**src/rtl/count_wrap_monitor_pkg.sv**
```systemverilog
// Shared definitions for the count wrap monitor.
//   state_e  : monitor FSM states (prime, track, fault)
//   CWM_*    : default widths/depth used by the top level
package count_wrap_monitor_pkg;

  typedef enum logic [1:0] {
    S_PRIME = 2'd0,
    S_TRACK = 2'd1,
    S_FAULT = 2'd2
  } state_e;

  localparam int unsigned CWM_CW    = 4;
  localparam int unsigned CWM_EW    = 8;
  localparam int unsigned CWM_DEPTH = 4;

endpackage

```
**src/rtl/count_wrap_monitor_sync_fifo.sv**
```systemverilog
// Synchronous FIFO holding monitor records.
//   clk, reset : clock, asynchronous active-low reset
//   push, din  : write request and data (ignored when full unless popping)
//   pop        : read request (ignored when empty)
//   dout       : registered head entry
//   full/empty : occupancy flags
//   level      : number of stored entries
module sync_fifo #(
  parameter int unsigned WIDTH = 9,
  parameter int unsigned DEPTH = 4
) (
  input  logic                     clk,
  input  logic                     reset,
  input  logic                     push,
  input  logic [WIDTH-1:0]         din,
  input  logic                     pop,
  output logic [WIDTH-1:0]         dout,
  output logic                     full,
  output logic                     empty,
  output logic [$clog2(DEPTH):0]   level
);

  localparam int unsigned AW = $clog2(DEPTH);
  localparam int unsigned LW = AW + 1;

  logic [WIDTH-1:0] mem_q [DEPTH];
  logic [WIDTH-1:0] mem_d [DEPTH];
  logic [AW-1:0]    wr_ptr_q, wr_ptr_d;
  logic [AW-1:0]    rd_ptr_q, rd_ptr_d;
  logic [LW-1:0]    cnt_q, cnt_d;
  logic             do_push, do_pop;

  assign empty = (cnt_q == '0);
  assign full  = (cnt_q == LW'(DEPTH));
  assign level = cnt_q;
  assign dout  = mem_q[rd_ptr_q];

  // A push into a full FIFO is accepted only when a pop frees a slot in the same cycle.
  assign do_pop  = pop && !empty;
  assign do_push = push && (!full || do_pop);

  always_comb begin
    mem_d    = mem_q;
    wr_ptr_d = wr_ptr_q;
    rd_ptr_d = rd_ptr_q;
    cnt_d    = cnt_q;
    if (do_push) begin
      mem_d[wr_ptr_q] = din;
      wr_ptr_d        = wr_ptr_q + 1'b1;
    end
    if (do_pop) begin
      rd_ptr_d = rd_ptr_q + 1'b1;
    end
    case ({do_push, do_pop})
      2'b10:   cnt_d = cnt_q + 1'b1;
      2'b01:   cnt_d = cnt_q - 1'b1;
      default: cnt_d = cnt_q;
    endcase
  end

  always_ff @(posedge clk or negedge reset) begin
    if (!reset) begin
      mem_q    <= '{default: '0};
      wr_ptr_q <= '0;
      rd_ptr_q <= '0;
      cnt_q    <= '0;
    end else begin
      mem_q    <= mem_d;
      wr_ptr_q <= wr_ptr_d;
      rd_ptr_q <= rd_ptr_d;
      cnt_q    <= cnt_d;
    end
  end

endmodule

```
**src/rtl/count_wrap_monitor.sv**
```systemverilog
// Monitor for a free-running CW-bit counter.
//   clk, reset : clock shared with the counter, asynchronous active-low reset
//   count      : counter value, registered upstream on clk
//   clr_err    : synchronous clear of step_err and ovf (a same-cycle set wins)
//   out_ready  : consumer accepts the head record
//   out_valid  : record FIFO non-empty
//   out_data   : head record {resync_bit, epoch}
//   epoch      : wrap count
//   step_err   : sticky, a non +1 step was observed
//   ovf        : sticky, a record was dropped on a full FIFO
//   level      : FIFO occupancy
module count_wrap_monitor
  import count_wrap_monitor_pkg::*;
#(
  parameter int unsigned CW    = CWM_CW,
  parameter int unsigned EW    = CWM_EW,
  parameter int unsigned DEPTH = CWM_DEPTH
) (
  input  logic                   clk,
  input  logic                   reset,
  input  logic [CW-1:0]          count,
  input  logic                   clr_err,
  input  logic                   out_ready,
  output logic                   out_valid,
  output logic [EW:0]            out_data,
  output logic [EW-1:0]          epoch,
  output logic                   step_err,
  output logic                   ovf,
  output logic [$clog2(DEPTH):0] level
);

  state_e        state_q, state_d;
  logic [CW-1:0] prev_q, prev_d;
  logic [EW-1:0] epoch_q, epoch_d;
  logic          step_err_q, step_err_d;
  logic          ovf_q, ovf_d;
  logic [CW-1:0] prev_inc;
  logic          push, pop, full, empty, step_set, drop;
  logic [EW:0]   rec;

  assign prev_inc = prev_q + 1'b1;

  // Wrap is the +1 step that lands on zero; a resync record carries the unchanged epoch.
  always_comb begin
    state_d  = state_q;
    prev_d   = count;
    epoch_d  = epoch_q;
    push     = 1'b0;
    rec      = '0;
    step_set = 1'b0;
    case (state_q)
      S_PRIME: state_d = S_TRACK;
      S_TRACK: begin
        if (count == prev_inc) begin
          if (count == '0) begin
            epoch_d = epoch_q + 1'b1;
            push    = 1'b1;
            rec     = {1'b0, epoch_d};
          end
        end else begin
          step_set = 1'b1;
          state_d  = S_FAULT;
        end
      end
      S_FAULT: begin
        if (count == '0) begin
          push    = 1'b1;
          rec     = {1'b1, epoch_q};
          state_d = S_TRACK;
        end
      end
      default: state_d = S_PRIME;
    endcase
  end

  assign pop        = out_valid && out_ready;
  assign drop       = push && full && !pop;
  assign step_err_d = step_set | (step_err_q & ~clr_err);
  assign ovf_d      = drop | (ovf_q & ~clr_err);

  always_ff @(posedge clk or negedge reset) begin
    if (!reset) begin
      state_q    <= S_PRIME;
      prev_q     <= '0;
      epoch_q    <= '0;
      step_err_q <= 1'b0;
      ovf_q      <= 1'b0;
    end else begin
      state_q    <= state_d;
      prev_q     <= prev_d;
      epoch_q    <= epoch_d;
      step_err_q <= step_err_d;
      ovf_q      <= ovf_d;
    end
  end

  sync_fifo #(
    .WIDTH (EW + 1),
    .DEPTH (DEPTH)
  ) u_fifo (
    .clk   (clk),
    .reset (reset),
    .push  (push),
    .din   (rec),
    .pop   (pop),
    .dout  (out_data),
    .full  (full),
    .empty (empty),
    .level (level)
  );

  assign out_valid = !empty;
  assign epoch     = epoch_q;
  assign step_err  = step_err_q;
  assign ovf       = ovf_q;

endmodule

```
**config.mk**
```make
export PLATFORM = sky130hd
export DESIGN_NAME = count_wrap_monitor
export DESIGN_NICKNAME = d
export VERILOG_FILES = /design/src/rtl/count_wrap_monitor_pkg.sv /design/src/rtl/count_wrap_monitor_sync_fifo.sv /design/src/rtl/count_wrap_monitor.sv
export SDC_FILE = /design/constraint.sdc
export NUM_CORES = 1
export LEC_CHECK = 0
export ABC_AREA = 1
export CORE_MARGIN = 4
export CORE_UTILIZATION = 55
export CTS_BUF_LIST = sky130_fd_sc_hd__clkbuf_4 sky130_fd_sc_hd__clkbuf_8 sky130_fd_sc_hd__clkbuf_16
export CTS_CLUSTER_DIAMETER = 100
export CTS_CLUSTER_SIZE = 30
export DETAILED_ROUTE_END_ITERATION = 8
export GPL_TIMING_DRIVEN = 0
export MAX_ROUTING_LAYER = met4
export PLACE_DENSITY = 0.76
export SLEW_MARGIN = 20
export SYNTH_ARGS = -nofsm -noshare
export SYNTH_HDL_FRONTEND = slang
export SYNTH_SLANG_ARGS = --single-unit
```
**constraint.sdc**
```tcl
create_clock -name clk -period 3.24 [get_ports clk]
set_clock_uncertainty 0.05 [all_clocks]
set_input_delay 0.324 -clock clk [delete_from_list [all_inputs] [get_ports clk]]
set_output_delay 0.324 -clock clk [all_outputs]
set_load 0.01 [all_outputs]
```
==> impl_metrics.tcl <==
set metrics [dict create \
    status "finished clean" \
    clk_pin_slew_ps 70 \
    numCtsBuffers 9 \
    critPathBufInv 3 \
    syn_nets 419 \
    synthArstFlopShare_pct 100 \
    place_area_sq_mm 0.00351 \
    syn_area_sq_mm 0.00310 \
    grt_pass1_vias 2673 \
    arrival_ps 2310 \
    post-synth-top-count-cell "nand2_1" \
    antenna_found_initial 0 \
    final_core_util_pct 68.2 \
    worstPathRequired_ps 2870 \
    reg2reg_to "u_fifo.level[1]" \
    synth_cell_type_count 26 \
    reg2reg_slack_ps 620 \
    crit_slowest_cell "clkdlybuf4s50_1" \
    maxSlewHeadroom_pct 60.9 \
    dp_hpwl_um 4840 \
    ys_top_cells_by_count "nand2_1 (159), dfrtp_1 (59), inv_1 (36)" \
    ioPinCount 31 \
    whs_ps 343 \
    synth_flop_cell "dfrtp_1" \
    cts.sinks 59 \
    path_class "flip-flop to output pin" \
    routedWlPerCell_um 13.9 \
    crit_path_start "u_fifo.rd_ptr_q[0]" \
    setup_violations 0 \
    crit_cells 5 \
    postCtsResizedCells 0 \
    power.leakage_nw 1.90 \
    post-route-cell-area_sq_mm 0.00373 \
    synth_warnings 0 \
    vias_per_cell 5.26 \
    routed_wl_um 7220 \
    diodes 0 \
    endpoint "out_data[6]" \
    critPathMaxStageDelay_ps 580 \
    cp_cell_sequence "inv_1 > clkbuf_1 > nor2_1 > o22ai_1 > clkdlybuf4s50_1" \
    tightestPinTransition_ps 585 \
    cp_top_family "buffers and inverters" \
    clockRootBuffer "clkbuf_8" \
    drive_above_1_share_pct 6.28 \
    cp-end-kind "output pin" \
    clk_path_buf_depth 2 \
    rows 27 \
    fin_cells 518 \
    maxCapViolations 0 \
    timing.fmax_mhz 373 \
    grt.total_usage_pct 23.2 \
    finalNetCount 462 \
    synth_edf_count 0 \
    syn_to_final_growth_pct 20.4 \
    slew_violations 0 \
    fp.dieW_um 83.1 \
    cp-start-kind "flip-flop" \
    htreeDepth 3 \
    grt_max_degree 44 \
    holdBufCountCts 1 \
    dp_cells 502 \
    cts_setup_buffers 0 \
    drt_iter0_markers 249 \
    yosysTopAreaCell "dfrtp_1" \
    dieArea_sq_mm 0.00690 \
    synth-seq-cells 59 \
    io_buffers 30 \
    gp_congestion 0.910 \
    period_needed_ps 2680 \
    syn_avg_cell_area_sq_um 7.77 \
    cts_tree "done" \
    postSynthCellCount 399 \
    hp-class "primary input to asynchronous set/reset pin" \
    rsz0062_at_grt "false" \
    ys_top_cells_by_area "dfrtp_1 (48%), nand2_1 (19%), o21ai_0 (4.5%)" \
    floorplan.initialDensity_pct 56.6 \
    synth_top_area_share_pct 47.6 \
    timing.rr.start "prev_q[0]" \
    fin_crit_sh_pct 82.9 \
    drt_pass1_iterations 5 \
    overflow 0 \
    cp_max_fo 10 \
    route.detailed.drc 0 \
    core_region_area_sq_mm 0.00547 \
    final_hold_viol_count 0 \
    vdd_drop_max_mv 0.457 \
    grt_first_pass_wirelength_um 12400 \
    power.density_mw_per_mm2 702 \
    final_antenna_net_count 0 \
    die_y_um 83.1 \
    rr_worst_depth 11 \
    yosysSeqAreaShare_pct 47.6 \
    vias 2727 \
    clk_latency_ps 340 \
]
sequential cells by signal, summed over array words and instances (netlist names):
signal / count
u_fifo.mem_q: 36
epoch: 8
prev_q: 4
u_fifo.level: 3
state_q: 2
u_fifo.rd_ptr_q: 2
u_fifo.wr_ptr_q: 2
ovf: 1
step_err: 1
kinds of logic after synthesis:
kind of cell | Yosys count | synth area share (%)
XOR/XNOR | 8 | 2.26
buffers and inverters | 48 | 5.98
flip-flops | 59 | 47.6
adder cells (fa/ha/maj) | 12 | 5.09
AO/OA/AOI/OAI | 50 | 8.60
AND/OR/NAND/NOR | 222 | 30.4
how the worst min path moves through the flow:
stage	slack, ps	cells after the start	start	end
finish	340	2	reset	epoch[7]
global route	360	2	reset	epoch[7]
CTS	350	2	reset	epoch[7]
detailed placement	150	1	reset	epoch[7]
global placement	410	2	u_fifo.mem_q[26]	u_fifo.mem_q[26]
floorplan	-20	0	reset	epoch[0]
where the power goes:
group	internal, mW	leakage [nW]	switching (mW)
combinational	0.418	1.00	0.584
sequential	0.813	0.785	0.0681
clock	0.447	0.108	0.290
total	1.68	1.90	0.942
layer usage:
metal / GRT usage [%] / part of all wire [%]
met3: 5.36 / 6.3
met5: - / 0
met2: 34.8 / 45
met4: 9.36 / 2.2
met1: 30.5 / 47
metrics by stage:
step	total power, mW	setup TNS (ps)	setup WS [ps]
after floorplan	1.47	0	856
after global placement	1.86	-5690	-101
after detailed placement	1.89	0	390
after CTS	2.64	0	564
after global routing	2.81	0	390
final	2.62	0	556
cells in the final DEF, fill, tap and decap left out:
cell type	netlist	layout
nand2_2	1	1
buf_4	1	2
clkdlybuf4s50_1	0	29
inv_1	36	36
and2_1	1	1
bufinv_16	0	2
nand4_1	6	6
a21oi_1	10	10
fa_1	1	1
nand2_1	159	159
clkbuf_8	0	10
nor3b_1	2	2
xor2_1	4	4
clkbuf_1	7	7
nand3b_1	1	1
ha_1	11	11
dlygate4sd3_1	0	1
o21ai_0	28	28
o22ai_1	11	11
nor2_1	30	30
nand3_4	2	2
or2_1	1	1
clkinv_1	1	1
buf_12	0	1
inv_2	2	2
nand3_1	15	15
dfrtp_1	59	59
xnor2_1	4	4
clkinvlp_4	0	1
buf_2	1	1
o31ai_1	1	1
nor2_4	4	4
clkinv_2	0	2
final cells by class:
type,instances,area [sq um]
fillers,488,1740
inverters,39,146
clock inverters,5,77.6
flip-flops and latches,59,1480
multi-input cells,292,1440
repair buffers,32,328
plain buffers,9,38.8
clock buffers,10,138
well taps,72,90.1
No activity file was read; power rests on OpenSTA's default activity.
==> RTL change: new RTL, config.mk and constraints unchanged <==
Make the reset (`reset`) synchronous in 2 clocked blocks. Comments in the files are not updated.
--- a/src/rtl/count_wrap_monitor_sync_fifo.sv
+++ b/src/rtl/count_wrap_monitor_sync_fifo.sv
@@ -58,7 +58,7 @@
     endcase
   end
 
-  always_ff @(posedge clk or negedge reset) begin
+  always_ff @(posedge clk) begin
     if (!reset) begin
       mem_q    <= '{default: '0};
       wr_ptr_q <= '0;
--- a/src/rtl/count_wrap_monitor.sv
+++ b/src/rtl/count_wrap_monitor.sv
@@ -78,7 +78,7 @@
   assign step_err_d = step_set | (step_err_q & ~clr_err);
   assign ovf_d      = drop | (ovf_q & ~clr_err);
 
-  always_ff @(posedge clk or negedge reset) begin
+  always_ff @(posedge clk) begin
     if (!reset) begin
       state_q    <= S_PRIME;
       prev_q     <= '0;
Behaviour: differs if reset is asserted again (counterexample within 4 cycles, from zero or initial values and one cycle with reset low); with reset held inactive, the same outputs for 10 cycles.
==> RTL change against the unedited design <==
Die area up 5.4%; routed wire length up 2.5%; design area up 4.6%; sequential cell count unchanged; cell count up 20%; area after synthesis up 5.9%; critical path type is now flip-flop to flip-flop; setup slack worse by 150 ps; count of clock-buffer cells in the layout up 2.
Power is not compared: it rests on default switching activity, and its combinational part moved more than twofold at a synthesized area within 25%.
==> RTL change: results (changes against the unedited design) <==
stage;metric;value;unit;change
global_route;grt_max_degree;11;;was 44
timing;setup_ws;406;ps;was 556 ps
finish;drive_above_1_share;8.20;%;was 6.28%
timing;tightestPinTransition;582;ps;was 585 ps
setup_path;crit_family;adder cells;;was buffers and inverters
placed_design;pre_cts_ws;162;ps;was 390 ps
synthesis;syn-num-nets;523;;was 419
finish;fin_nets;564;;was 462
finish;final_cell_count_no_fill;621;;was 518
setup_path;critPathCapture;u_fifo.level[2];;was out_data[6]
synthesis;synth_fa_ha_area_share;4.80;%;was 5.09%
synthesis;ys_top_cells_by_count;136 x nand2_1, 91 x nor2_1, 83 x inv_1, 59 x dfxtp_1, 46 x a21oi_1;;was 159 x nand2_1, 59 x dfrtp_1, 36 x inv_1, 30 x nor2_1, 28 x o21ai_0
synthesis;seq_area_frac_synth;36.0;%;was 47.6%
setup_path;r2r-start;prev_q[0];;unchanged
placed_design;place_inst;605;;was 502
synthesis;synthTopCellsByArea;dfxtp_1 36%, nand2_1 16%, nor2_1 10%;;was dfrtp_1 48%, nand2_1 19%, o21ai_0 4.5%
global_route;grt_pass1_vias;2767;;was 2,673
placed_design;place_area;3670;um^2;was 3510 um^2
synthesis;synthArstFlopShare;0;%;was 100%
setup_path;slowest_stage;fa_1;;was clkdlybuf4s50_1
route;drt_iter0_drc;262;;was 249
placed_design;place_hpwl;5.30;mm;was 4.84 mm
setup_path;critical_path.max_stage_delay;370;ps;was 580 ps
status;outcome;complete, no violations;;unchanged
hold_path;min_path_type;flip-flop to flip-flop;;was input pin to async pin
-- RTL change: cell types whose count changed in the layout (fill, tap and decap cells not counted), sizes merged, moves of 18 or more --
| cell | delta |
|---|---|
| inv | +47 |
| a21oi | +42 |
| nor2 | +58 |
| dfrtp | -59 |
| dfxtp | +59 |
| nand2 | -18 |
-- RTL change: routing by layer --
layer	wire (um)	vias up	global-route usage, %	part of all wire, %
li1	-	1606	-	-
met1	3460	1361	28.0	47
met2	3470	73	36.4	47
met3	379	9	4.56	5.1
met4	97	0	6.19	1.3
met5	0	-	-	0
-- RTL change: layout make-up --
cell class,count,area share [%]
inverters,87,8.36
flip-flops and latches,59,30.2
multi-input cells,340,42.6
repair buffers,30,7.69
plain buffers,17,2.92
clock inverters,4,1.86
well taps,72,2.31
clock buffers,12,4.07
